==> config.mk <==
export PLATFORM = sky130hd
export DESIGN_NAME = pc_sequencer
export DESIGN_NICKNAME = d
export VERILOG_FILES = /design/src/rtl/pc_sequencer.sv
export SDC_FILE = /design/constraint.sdc
export NUM_CORES = 1
export LEC_CHECK = 0
export CAP_MARGIN = 10
export CORE_MARGIN = 2
export CORE_UTILIZATION = 41
export CTS_CLUSTER_DIAMETER = 40
export DETAILED_ROUTE_END_ITERATION = 6
export PLACE_DENSITY = 0.82
export SETUP_SLACK_MARGIN = 0.15
export SYNTH_ARGS = -nofsm -noshare
export SYNTH_HDL_FRONTEND = slang
export SYNTH_SLANG_ARGS = --single-unit
==> constraint.sdc <==
create_clock -name clk -period 2.4 [get_ports clk]
set_input_delay 0.48 -clock clk [delete_from_list [all_inputs] [get_ports clk]]
set_output_delay 0.48 -clock clk [all_outputs]
set_load 0.005 [all_outputs]
==> src/rtl/pc_sequencer.sv <==
// pc_sequencer: fetch-stage PC with increment, jump and a call/return stack.
// Define PC_CALL_STACK_EN to build the return-address stack; otherwise call acts as load.
module pc_sequencer #(
   parameter int WIDTH = 11,
   parameter int STACK_DEPTH = 4,
   parameter logic [WIDTH-1:0] RESET_VECTOR = '0
) (
   input  logic             clk,
   input  logic             reset,
   input  logic             increment,
   input  logic             load,
   input  logic [WIDTH-1:0] D,
   input  logic             call,
   input  logic             ret,
   output logic [WIDTH-1:0] Q,
   output logic             stack_empty,
   output logic             stack_full,
   output logic             stack_err
);
   logic [WIDTH-1:0] q_q, q_d;
   assign Q = q_q;
`ifdef PC_CALL_STACK_EN
   localparam int SPW = $clog2(STACK_DEPTH + 1);
   // Entry index width; at least one bit so a single-entry stack still has a valid address.
   localparam int AW = (STACK_DEPTH > 1) ? $clog2(STACK_DEPTH) : 1;
   logic [WIDTH-1:0] stack_q [2**AW];
   logic [SPW-1:0]   sp_q, sp_d, sp_m1;
   logic             err_q, err_d, push;
   assign sp_m1       = sp_q - SPW'(1);
   assign stack_empty = (sp_q == '0);
   assign stack_full  = (sp_q == SPW'(STACK_DEPTH));
   assign stack_err   = err_q;
   always_comb begin
      q_d  = q_q;
      sp_d = sp_q;
      err_d = err_q;
      push = 1'b0;
      if (ret) begin
         if (stack_empty) err_d = 1'b1;
         else begin
            q_d  = stack_q[sp_m1[AW-1:0]];
            sp_d = sp_m1;
         end
      end else if (call) begin
         q_d = D;
         if (stack_full) err_d = 1'b1;
         else begin
            push = 1'b1;
            sp_d = sp_q + SPW'(1);
         end
      end else if (load) q_d = D;
      else if (increment) q_d = q_q + WIDTH'(1);
   end
   always_ff @(posedge clk) begin
      if (reset) begin
         q_q   <= RESET_VECTOR;
         sp_q  <= '0;
         err_q <= 1'b0;
      end else begin
         q_q   <= q_d;
         sp_q  <= sp_d;
         err_q <= err_d;
      end
   end
   always_ff @(posedge clk) begin
      if (push && !reset) stack_q[sp_q[AW-1:0]] <= q_q + WIDTH'(1);
   end
`else
   logic unused_ret;
   assign unused_ret  = ret;
   assign stack_empty = 1'b1;
   assign stack_full  = 1'b0;
   assign stack_err   = 1'b0;
   always_comb q_d = (call || load) ? D : increment ? q_q + WIDTH'(1) : q_q;
   always_ff @(posedge clk) begin
      if (reset) q_q <= RESET_VECTOR;
      else q_q <= q_d;
   end
`endif
endmodule

* Word level (Yosys, flattened, before mapping)
Index checks and enable logic that the tools add are counted.
Word-level totals: register bits after elaboration 11, latch bits 0, memory bits (writable) 0, bits in read-only memories 0, output and inout bits 14, memories kept 0
Cells by class: $add $sub $neg 1, multiply operators 0, divide/modulo/power cells 0, magnitude comparators 0, equal/unequal tests 0, shift-type cells 0, multiplexer cells 2, bitwise gates (word level) 0, reductions and logical operators 2
Operators by type and width (number):
- $mux W11 | 2
- $add A11 B1 Y11 const B | 1
- $reduce_bool A2 Y1 | 1
- $logic_or A1 B1 Y1 | 1

* Depth between registers and ports, before layout
depth after elaboration 3, mapped depth 4, depth with buffers taken out 4

* Worst setup path after synthesis
Ideal clock, no wire load.
path type input to register, from in increment, to reg q_q[9] (netlist: Q[9]), data arrival time 1485 ps, slack 824 ps, stages on the path 4, path buffers 1, cell sequence buf_2 nand3_1 or4_1 a311oi_1
Between the ends: word-level cells in the longest chain between the ends 1
Ends and longest elaborated chain:
- from (decl) | line 10 | input logic increment,
- $reduce_bool A2 Y1 (no source line)
- to (signal assigned) | line 77 | else q_q <= q_d;
- to (decl) | line 20 | logic [WIDTH-1:0] q_q, q_d;
No other way between the ends. A chain may end at the register's enable or synchronous reset.

* Worst setup path in the final report
Same ends and word-level chain as after synthesis.

==> run_results.csv <==
group,metric,value,unit
logic_synthesis,synth-compound-area-share,22.04,%
logic_synthesis,synthesis.instances,72,
global_routing,initial_antenna_violation_count,0,
critical_path,worst_ep_required_time,2.58,ns
floorplan,io_pins,31,
clock_network,clkLatencyLatePin,0.26,ns
layout,multi_input_comb_area,346.6,µm²
sta,timing.final.crit_period,1.764,ns
critical_path,cp-start-kind,"primary input",
logic_synthesis,post_synth_fa_ha_maj_area_fraction,2.041,%
worst_hold_path,hold_path.startpoint,"Q[10]",
logic_synthesis,post_synthesis_cell_area,613.1,µm²
sta,slew_violations,0,
floorplan,die-height,42.67,µm
routing,drt-wirelength-per-cell,12.89,µm
power_and_ir_drop,totalPowerFinal,431.7,µW
clock_network,cts_max_path_buffers,2,
critical_path,regToRegStartpoint,"Q[2]",
worst_hold_path,hold_class,"reg2reg",
layout,insertedDiodeCount,0,
logic_synthesis,yosys.area.top_type_share,35.92,%
global_routing,first_pass_grt_wire_length,2339,µm
clock_network,cts_made_buffers,3,
power_and_ir_drop,max-vdd-ir-drop,0.2889,mV
layout,drive_above_1_share,8.247,%
critical_path,critPathKind,"in2reg",
sta,timing.final.hold_violations,0,
logic_synthesis,synth_async_sr_flop_share,0,%
clock_network,htreeDepth,1,
layout,layout.area.seq,220.2,µm²
routing,post_drt_via_cell_ratio,5.723,
global_routing,grt.total_usage,17.05,%
power_and_ir_drop,power_density,486.6,nW/µm²
logic_synthesis,post_synth_most_frequent_cells,"dfxtp_1 (11), nor2_1 (11), a211oi_1 (5), a311oi_1 (5)",
logic_synthesis,yosys.area_share.xor_xnor,5.714,%
clock_network,cts_hold_buffers,0,
global_routing,grt.overflow.total,0,
logic_synthesis,post-synth-top-area-cell,"dfxtp_1",
layout,layout.core_utilization,65.71,%
clock_network,cts_tree,"built",
logic_synthesis,synth.yosys.warnings,0,
logic_synthesis,yosysSeqAreaShare,35.92,%
floorplan,die_x,42.67,µm
sta,min_period_over_period,73.50,%
logic_synthesis,synthMuxAreaShare,1.633,%
sta,fin_setup_tns,0,ns
logic_synthesis,post_synth.cell_area_avg,8.515,µm²
floorplan,die_area,1821,µm²
place,routability_cong,0.7182,
critical_path,crit_path_end_kind,"register",
layout,design.final.nets,116,
layout,flip_flop_count_of_the_largest_register_after_layout,11,
sta,skew,0.002254,ns
status,run_status,"finished clean",
critical_path,timing.critical_path.fanout_max,6,
worst_hold_path,timing.hold.worst_endpoint,"Q[10]",
clock_network,cts_setup_buffers,0,
routing,drt_drc_violations_left,0,
critical_path,worst-r2r-cell-count,3,
clock_network,cts_root_buf,"clkbuf_4",
logic_synthesis,post_synth_num_cell_types,23,
layout,n_fill_cell,126,
routing,drtPass1Iterations,4,
place,io_buffer_count,26,
power_and_ir_drop,cellLeakagePower,0.0002987,µW
critical_path,critPathArrivalTime,1.94,ns
logic_synthesis,ys_top_cells_by_area,"dfxtp_1 (36%), a311oi_1 (7.1%), nor2_1 (6.7%)",
logic_synthesis,synth_edf_count,0,
run,maxCapViolations,0,
routing,routed_wirelength,1444,µm
floorplan,initial_core_util,45.41,%
clock_network,cts_resized,0,
clock_network,clk_pin_slew_worst_paths,0.07,ns
global_routing,pin_count_of_the_biggest_net_entering_global_routing,23,
clock_network,clock_sinks,11,
floorplan,fp.coreArea,1350,µm²
logic_synthesis,prevailing_post_synth_register_cell,"dfxtp_1",
routing,drt_first_iter_violations,13,
sta,grt_setup_unrepaired,"no",
floorplan,rows,13,
routing,route.vias.total,641,
logic_synthesis,synth-simple-area-share,23.27,%
routing,final_antenna_net_count,0,
logic_synthesis,largest_family_of_logic_cells_by_synthesized_area,"simple AND/OR/NAND/NOR gates",
critical_path,worst_r2r_endpoint,"Q[9]",
global_routing,first_global_vias,533,
critical_path,timing.reg2reg.setup_slack,0.87,ns
worst_hold_path,hold_depth,2,
layout,area_delta_synth_final,44.69,%
logic_synthesis,ys_ff_latch,11,
sta,fmax,566.9,MHz
sta,setup_viol,0,
-- worst max-delay path, cell delays in order --
cell	delay [ns]
clkdlybuf4s50_1	0.49
nand3_1	0.20
or4_1	0.53
a311oi_1	0.25
-- power by group --
group	leakage (µW)	internal, µW	switching (µW)
sequential	0.0000917	196	16.7
combinational	0.000192	60.7	33.8
clock	0.0000150	64.3	59.9
-- how the worst max path moves through the flow --
stage,start,to,slack (ns)
finish,increment,Q[9],0.64
CTS,increment,Q[9],0.66
floorplan,increment,Q[9],0.82
global placement,increment,Q[9],0.44
detailed placement,increment,Q[9],0.40
global route,increment,Q[7],0.56
-- area by class of cell --
class	count	area share (%)
repair buffers	28	31.03
multi-input cells	54	39.07
clock buffers	4	2.962
flip-flops and latches	11	24.82
well taps	15	2.116
-- cell usage in the layout (no fill, tap or decap) --
cell type,n
a211oi_1,5
a311oi_1,5
a31oi_1,1
buf_4,2
clkbuf_1,1
clkbuf_4,3
clkdlybuf4s50_1,26
conb_1,3
dfxtp_1,11
ha_1,1
mux2i_1,1
nand2_1,2
nand3_1,4
nand3_2,1
nand4_1,3
nor2_1,11
o21ai_0,2
o21bai_1,1
o31ai_1,4
or3_2,2
or4_1,4
xnor2_1,1
xor2_1,3
-- routing by layer --
layer  track usage, %  wire length (µm)  share of wire [%]  up-vias
li1                 -                 -                  -      317
met5                0                 0                  0        -
met1            20.37               633                 44      294
met3            4.255               105                7.3        2
met4            9.375                 9               0.62        0
met2            27.58               696                 48       28
-- logic make-up (layout without fill, tap and decap cells) --
family | count (synthesis) | after routing
and+or+nand+nor | 27 | 27
AOI/OAI and AO/OA | 18 | 18
DFF | 11 | 11
buffers and inverters | 8 | 32
xor gates and xnor gates | 4 | 4
other | 2 | 3
adders and majority gates | 1 | 1
muxes | 1 | 1
-- per-stage QoR --
step	cells	hold slack [ns]	cell area [µm²]	worst slack (ns)
2_1_floorplan	73	0.4846	616.8	0.8245
3_3_place_gp	108	0.4827	860.8	0.4354
3_5_place_dp	108	0.4983	860.8	0.3954
4_1_cts	112	0.5080	887.1	0.6592
5_1_grt	112	0.5423	887.1	0.5570
6_report	112	0.5088	887.1	0.6360
No activity file was read; power rests on OpenSTA's default activity.
